File: config.mk
export PLATFORM = sky130hd
export DESIGN_NAME = uart_loopback_fifo
export DESIGN_NICKNAME = d
export VERILOG_FILES = /design/src/rtl/uart_loopback_fifo.sv
export SDC_FILE = /design/constraint.sdc
export NUM_CORES = 1
export LEC_CHECK = 0
export BUFFER_PORTS_ARGS = -buffer_cell sky130_fd_sc_hd__buf_4
export CORE_MARGIN = 5
export CORE_UTILIZATION = 45
export DETAILED_ROUTE_END_ITERATION = 7
export GPL_ROUTABILITY_DRIVEN = 0
export PLACE_DENSITY = 0.69
export REMOVE_ABC_BUFFERS = 1
export SLEW_MARGIN = 20
export SYNTH_ARGS = -nofsm -noshare
export SYNTH_HDL_FRONTEND = slang
export SYNTH_SLANG_ARGS = --single-unit
File: constraint.sdc
create_clock -name clock_i -period 3.47 [get_ports clock_i]
set_clock_uncertainty 0.2 [all_clocks]
set_input_delay 0 -clock clock_i [delete_from_list [all_inputs] [get_ports clock_i]]
set_output_delay 0 -clock clock_i [all_outputs]
set_load 0.005 [all_outputs]
File: src/rtl/uart_loopback_fifo.sv
// rtl/uart_loopback_fifo.sv - UART echo buffer with stream or line-release modes
module uart_loopback_fifo #(
  parameter int                    DATA_WIDTH = 8,
  parameter int                    DEPTH_LOG2 = 4,
  parameter logic [DATA_WIDTH-1:0] TERMINATOR = DATA_WIDTH'(8'h0D)
) (
  input  logic                  clock_i,
  input  logic                  reset_i,
  input  logic [DATA_WIDTH-1:0] rx_data_i,
  input  logic                  rx_ready_i,
  output logic                  rx_clear_ready_o,
  output logic [DATA_WIDTH-1:0] tx_data_o,
  output logic                  tx_write_o,
  input  logic                  tx_busy_i,
  input  logic                  line_mode_i,
  input  logic                  clear_overflow_i,
  output logic [DEPTH_LOG2:0]   count_o,
  output logic                  empty_o,
  output logic                  full_o,
  output logic                  overflow_o
);

  localparam int DEPTH = 1 << DEPTH_LOG2;
  localparam int CW    = DEPTH_LOG2 + 1;

  typedef enum logic {RX_IDLE, RX_ACK} rx_state_t;
  typedef enum logic [1:0] {TX_IDLE, TX_WAIT_BUSY, TX_WAIT_DONE} tx_state_t;

  rx_state_t rx_state, rx_next;
  tx_state_t tx_state, tx_next;

  logic [DATA_WIDTH-1:0] mem [DEPTH];
  logic [DEPTH_LOG2-1:0] wr_ptr, rd_ptr;
  logic [CW-1:0]         term_count;
  logic [CW-1:0]         count_next;
  logic                  flushing;

  logic rx_capture;
  logic push, drop, pop;
  logic push_term, pop_term;
  logic release_ok;

  // Rx handshake: capture on ready, hold clear_ready until UartRx drops ready
  always_comb begin
    rx_next          = rx_state;
    rx_clear_ready_o = 1'b0;
    rx_capture       = 1'b0;
    case (rx_state)
      RX_IDLE: begin
        if (rx_ready_i) begin
          rx_capture       = 1'b1;
          rx_clear_ready_o = 1'b1;
          rx_next          = RX_ACK;
        end
      end
      RX_ACK: begin
        rx_clear_ready_o = 1'b1;
        if (!rx_ready_i) rx_next = RX_IDLE;
      end
      default: rx_next = RX_IDLE;
    endcase
  end

  assign push      = rx_capture && !full_o;
  assign drop      = rx_capture && full_o;
  assign push_term = push && (rx_data_i == TERMINATOR);
  assign pop_term  = pop && (mem[rd_ptr] == TERMINATOR);

  // A full buffer with no terminator is an overlong line; once it fills it is
  // drained completely rather than one byte at a time
  assign release_ok = line_mode_i ? ((term_count != '0) || full_o || flushing)
                                  : !empty_o;

  // Tx sequencing: pop only when idle, then follow UartTx busy up and down
  always_comb begin
    tx_next = tx_state;
    pop     = 1'b0;
    case (tx_state)
      TX_IDLE: begin
        if (release_ok && !tx_busy_i && !empty_o) begin
          pop     = 1'b1;
          tx_next = TX_WAIT_BUSY;
        end
      end
      TX_WAIT_BUSY: if (tx_busy_i)  tx_next = TX_WAIT_DONE;
      TX_WAIT_DONE: if (!tx_busy_i) tx_next = TX_IDLE;
      default:      tx_next = TX_IDLE;
    endcase
  end

  // Occupancy after this cycle's push/pop
  always_comb begin
    count_next = count_o;
    case ({push, pop})
      2'b10:   count_next = count_o + CW'(1);
      2'b01:   count_next = count_o - CW'(1);
      default: count_next = count_o;
    endcase
  end

  // FSM state registers
  always_ff @(posedge clock_i or posedge reset_i) begin
    if (reset_i) begin
      rx_state <= RX_IDLE;
      tx_state <= TX_IDLE;
    end else begin
      rx_state <= rx_next;
      tx_state <= tx_next;
    end
  end

  // Storage array; contents are meaningless outside the pointer window
  always_ff @(posedge clock_i) begin
    if (push) mem[wr_ptr] <= rx_data_i;
  end

  // Pointers, occupancy flags, terminator tally and flush latch
  always_ff @(posedge clock_i or posedge reset_i) begin
    if (reset_i) begin
      wr_ptr     <= '0;
      rd_ptr     <= '0;
      count_o    <= '0;
      empty_o    <= 1'b1;
      full_o     <= 1'b0;
      term_count <= '0;
      flushing   <= 1'b0;
    end else begin
      if (push) wr_ptr <= wr_ptr + DEPTH_LOG2'(1);
      if (pop)  rd_ptr <= rd_ptr + DEPTH_LOG2'(1);
      count_o <= count_next;
      empty_o <= (count_next == '0);
      full_o  <= (count_next == CW'(DEPTH));
      case ({push_term, pop_term})
        2'b10:   term_count <= term_count + CW'(1);
        2'b01:   term_count <= term_count - CW'(1);
        default: term_count <= term_count;
      endcase
      flushing <= (flushing || (line_mode_i && full_o)) && (count_next != '0);
    end
  end

  // Tx output register: data latched on pop, write strobe one cycle later
  always_ff @(posedge clock_i or posedge reset_i) begin
    if (reset_i) begin
      tx_data_o  <= '0;
      tx_write_o <= 1'b0;
    end else begin
      tx_write_o <= pop;
      if (pop) tx_data_o <= mem[rd_ptr];
    end
  end

  // Sticky overflow; a drop in the same cycle as a clear keeps it set
  always_ff @(posedge clock_i or posedge reset_i) begin
    if (reset_i) begin
      overflow_o <= 1'b0;
    end else if (drop) begin
      overflow_o <= 1'b1;
    end else if (clear_overflow_i) begin
      overflow_o <= 1'b0;
    end
  end

endmodule
==> impl_metrics.prom <==
# TYPE chip_impl_metric gauge
chip_impl_info{name="status",value="finished with violations"} 1
chip_impl_info{name="failing_checks",value="setup timing"} 1
chip_impl_info{name="timing.rr.end",value="term_count[3]"} 1
chip_impl_metric{name="final_hold_viol_count",unit=""} 0
chip_impl_metric{name="final.min_clock_period",unit="ns"} 3.65
chip_impl_metric{name="worst-r2r-setup-slack",unit="ns"} -0.18
chip_impl_metric{name="grt_first_pass_wirelength",unit="mm"} 22.9
chip_impl_info{name="r2r-start",value="rd_ptr[0]"} 1
chip_impl_metric{name="worstPathArrival",unit="ns"} 3.75
chip_impl_metric{name="synth.yosys.warnings",unit=""} 0
chip_impl_metric{name="flop_and_latch_count_out_of_synthesis",unit=""} 162
chip_impl_metric{name="drive_gt1_frac",unit=""} 0.379
chip_impl_metric{name="io_pins",unit=""} 32
chip_impl_metric{name="placedInstanceArea",unit="um^2"} 7490
chip_impl_metric{name="layoutNonFillerInstCount",unit=""} 698
chip_impl_metric{name="avg_cell_area_syn",unit="um^2"} 17.2
chip_impl_info{name="top_layer",value="met4"} 1
chip_impl_metric{name="report.final.slew_viol_count",unit=""} 0
chip_impl_metric{name="drt_iter0_drc",unit=""} 307
chip_impl_info{name="library_cell_with_the_highest_instance_count_after_synthesis",value="sky130_fd_sc_hd__edfxtp_1"} 1
chip_impl_metric{name="clock_latency",unit="ns"} 0.42
chip_impl_info{name="crit_path_start",value="rd_ptr[0]"} 1
chip_impl_metric{name="setup_violations",unit=""} 2
chip_impl_metric{name="power.static_leakage",unit="nW"} 3.14
chip_impl_metric{name="switchingPower",unit="mW"} 2.23
chip_impl_metric{name="dp.cells",unit=""} 629
chip_impl_metric{name="grt_usage",unit=""} 0.174
chip_impl_metric{name="powerDensity",unit="nW/um^2"} 828
chip_impl_metric{name="drc",unit=""} 0
chip_impl_info{name="cts_tree",value="done"} 1
chip_impl_metric{name="crit_required",unit="ns"} 3.57
chip_impl_metric{name="start_util",unit=""} 0.461
chip_impl_metric{name="antenna_cells_inserted",unit=""} 0
chip_impl_metric{name="dr_total_vias",unit=""} 3803
chip_impl_metric{name="netlist_area",unit="um^2"} 6750
chip_impl_metric{name="routed-wl-met3",unit="mm"} 1.09
chip_impl_metric{name="cts.reportedPaths.clkPinSlew",unit="ns"} 0.06
chip_impl_info{name="yosys_most_used_dff",value="sky130_fd_sc_hd__edfxtp_1"} 1
chip_impl_metric{name="clock_sink_count",unit=""} 162
chip_impl_info{name="setup.worst_path.start_class",value="flip-flop"} 1
chip_impl_metric{name="overflow",unit=""} 0
chip_impl_metric{name="cts_max_path_buffers",unit=""} 2
chip_impl_metric{name="fin_ws",unit="ns"} -0.178
chip_impl_metric{name="avgRoutedWirePerCell",unit="um"} 21.0
chip_impl_metric{name="detailedRoute.firstPassIterationCount",unit=""} 4
chip_impl_metric{name="fin_area",unit="um^2"} 8490
chip_impl_metric{name="num_rows",unit=""} 44
chip_impl_info{name="synthTopCellsByArea",value="sky130_fd_sc_hd__edfxtp_1 (57%), sky130_fd_sc_hd__dfrtp_1 (12%), sky130_fd_sc_hd__mux4_2 (11%)"} 1
chip_impl_metric{name="drt.antenna.violating_nets",unit=""} 0
chip_impl_metric{name="max-vdd-ir-drop",unit="mV"} 0.470
chip_impl_metric{name="initial_antenna_violation_count",unit=""} 0
chip_impl_metric{name="chipHeight",unit="um"} 132
chip_impl_metric{name="flow.area_growth_from_synthesis",unit="%"} 25.8
chip_impl_metric{name="number_of_enable_type_register_cells_in_the_synthesized_netlist",unit=""} 128
chip_impl_metric{name="h_tree_level_count",unit=""} 4
chip_impl_metric{name="die_w",unit="um"} 132
chip_impl_metric{name="power.combinational.fraction",unit=""} 0.380
chip_impl_metric{name="design.die.area",unit="um^2"} 17600
chip_impl_metric{name="nNetsFinal",unit=""} 527
chip_impl_metric{name="first_global_vias",unit=""} 3962
chip_impl_metric{name="final.period_utilization",unit=""} 1.05
chip_impl_metric{name="async_reset_ff_frac",unit=""} 0.210
chip_impl_metric{name="p_clk_frac",unit=""} 0.244
chip_impl_info{name="timing.critical_path.to_type",value="flip-flop"} 1
chip_impl_metric{name="internal_power",unit="mW"} 4.80
chip_impl_metric{name="dp.final_hpwl",unit="mm"} 9.76
chip_impl_metric{name="average_via_count_per_standard_cell",unit=""} 5.45
chip_impl_info{name="rsz0062_at_grt",value="yes"} 1
chip_impl_info{name="hp-class",value="in2async"} 1
chip_impl_metric{name="wirelength_met1",unit="mm"} 6.12
chip_impl_info{name="yosys-top-cells-count",value="sky130_fd_sc_hd__edfxtp_1 (128), sky130_fd_sc_hd__nand2_1 (34), sky130_fd_sc_hd__dfrtp_1 (33), sky130_fd_sc_hd__mux4_2 (33), sky130_fd_sc_hd__nor2_1 (23)"} 1
chip_impl_metric{name="drv.max_cap_violation_count",unit=""} 0
chip_impl_metric{name="yosys.cell_types.count",unit=""} 48
chip_impl_metric{name="netlist_instances",unit=""} 392
chip_impl_metric{name="max_freq",unit="MHz"} 274
chip_impl_info{name="cts-root-buf",value="sky130_fd_sc_hd__clkbuf_16"} 1
chip_impl_metric{name="max_fanout_on_critical_path",unit=""} 6
chip_impl_metric{name="synth_sequential_area_ratio",unit=""} 0.696
chip_impl_metric{name="grt_max_degree",unit=""} 24
chip_impl_metric{name="totalWireLength",unit="mm"} 14.6
chip_impl_info{name="synth_top_area_cell",value="sky130_fd_sc_hd__edfxtp_1"} 1
chip_impl_metric{name="floorplan.core_area",unit="um^2"} 14600
chip_impl_metric{name="fraction_of_synthesized_cell_area_taken_by_the_top_area_cell_type",unit=""} 0.569
chip_impl_metric{name="slew_headroom",unit=""} 0.541
chip_impl_metric{name="met2WireLength",unit="mm"} 7.17
chip_impl_metric{name="post_placement_worst_setup_slack",unit="ns"} -0.276
chip_impl_metric{name="tritoncts_buffers",unit=""} 17
chip_impl_metric{name="p_sw_frac",unit=""} 0.317
chip_impl_metric{name="tightestPinTransition",unit="ns"} 0.684
chip_impl_info{name="worst-setup-path-type",value="reg2reg"} 1
chip_impl_metric{name="port_buffers",unit=""} 31
chip_impl_metric{name="power.share.sequential",unit=""} 0.376
chip_impl_metric{name="r2r_cells",unit=""} 16
chip_impl_info{name="capture_point_of_the_worst_path",value="term_count[3]"} 1
per-layer routing:
layer | up-vias | GRT usage
li1 | 1719 | -
met1 | 1924 | 0.234
met2 | 139 | 0.273
met3 | 21 | 0.0539
met4 | 0 | 0.0566
met5 | - | 0
what timing repair did:
| action | in CTS | in global routing |
|---|---|---|
| endpoints found under the setup margin | 2 | 2 |
| setup buffers | 9 | 17 |
| pin swaps | 4 | 18 |
| hold endpoints to repair | 149 | 0 |
| cloned | 1 | 0 |
| hold buffers | 13 | 0 |
| gates resized for setup | 16 | 16 |
stage by stage:
stage	hold WS, ns	TNS (ns)	util	total power [mW]
finish	0.0546	-0.331	0.580	7.03
global route	0.0582	-0.630	0.580	7.41
CTS	0.0463	-0.139	0.570	6.87
detailed placement	-0.0636	-0.413	0.512	4.91
global placement	-0.0684	-0.205	0.512	4.84
floorplan	-0.169	-2.98	-	3.96
worst min path at each step:
stage | slack (ns) | cells after the start | to | from
6_report | 0.05 | 3 | tx_state[1] | reset_i
5_1_grt | 0.06 | 2 | rx_state | rx_ready_i
4_1_cts | 0.05 | 3 | tx_state[0] | reset_i
3_5_place_dp | -0.06 | 1 | rx_state | rx_ready_i
3_3_place_gp | -0.07 | 1 | rx_state | rx_ready_i
2_1_floorplan | -0.17 | 0 | rx_state | rx_ready_i
final cells by class:
| cell class | count | area, um^2 |
|---|---|---|
| Clock inverter | 13 | 113 |
| Clock buffer | 19 | 433 |
| Fill cell | 1070 | 6150 |
| Tap cell | 184 | 230 |
| Multi-Input combinational cell | 200 | 2040 |
| Sequential cell | 162 | 4700 |
| Timing Repair Buffer | 109 | 945 |
| Inverter | 11 | 41.3 |
power groups by stage:
stage / Combinational [mW] / Clock, mW / Sequential (mW)
floorplan: 1.21 / 0 / 2.75
global placement: 2.18 / 0 / 2.65
detailed placement: 2.24 / 0 / 2.67
CTS: 2.49 / 1.75 / 2.64
global route: 2.89 / 1.85 / 2.68
finish: 2.67 / 1.72 / 2.64
cell families after synthesis:
kind of cell	synth area share
and+or+nand+nor	0.0736
muxes	0.126
DFF	0.696
adders and majority gates	0.0234
AOI/OAI and AO/OA	0.0352
buffers and inverters	0.0183
xor gates and xnor gates	0.0282
state kept, by name (all words and copies together), names as in the netlist:
name,count
tx_data_o,8
rx_state,1
empty_o,1
full_o,1
wr_ptr,4
tx_state,2
flushing,1
rd_ptr,4
count_o,5
mem,128
tx_write_o,1
overflow_o,1
term_count,5
placed cells by master (no fill, tap or decap), drive strengths merged, types with 7 or more instances in the layout:
| cell type | netlist | final |
|---|---|---|
| a21oi | 7 | 7 |
| buf | 9 | 96 |
| clkbuf | 10 | 19 |
| clkinvlp | 0 | 8 |
| dfrtp | 33 | 33 |
| dlygate4sd3 | 0 | 13 |
| edfxtp | 128 | 128 |
| ha | 11 | 11 |
| inv | 11 | 12 |
| mux4 | 33 | 33 |
| nand2 | 34 | 34 |
| nand3 | 10 | 10 |
| nor2 | 23 | 23 |
| o21ai | 9 | 9 |
| xnor2 | 10 | 10 |
| xor2 | 10 | 10 |
critical path: stages, from the launching register on:
cell,delay [ns]
sky130_fd_sc_hd__dfrtp_2,0.47
sky130_fd_sc_hd__buf_12,0.17
sky130_fd_sc_hd__buf_12,0.12
sky130_fd_sc_hd__buf_4,0.12
sky130_fd_sc_hd__mux4_2,0.45
sky130_fd_sc_hd__mux4_2,0.52
sky130_fd_sc_hd__nand3_2,0.09
sky130_fd_sc_hd__nor4_2,0.05
sky130_fd_sc_hd__ha_2,0.20
sky130_fd_sc_hd__buf_4,0.13
sky130_fd_sc_hd__buf_4,0.12
sky130_fd_sc_hd__buf_4,0.13
sky130_fd_sc_hd__ha_4,0.20
sky130_fd_sc_hd__a21o_1,0.17
sky130_fd_sc_hd__a21oi_2,0.15
sky130_fd_sc_hd__xor2_1,0.16
sky130_fd_sc_hd__o21ai_1,0.08
Power figures use the tool's default switching activity.
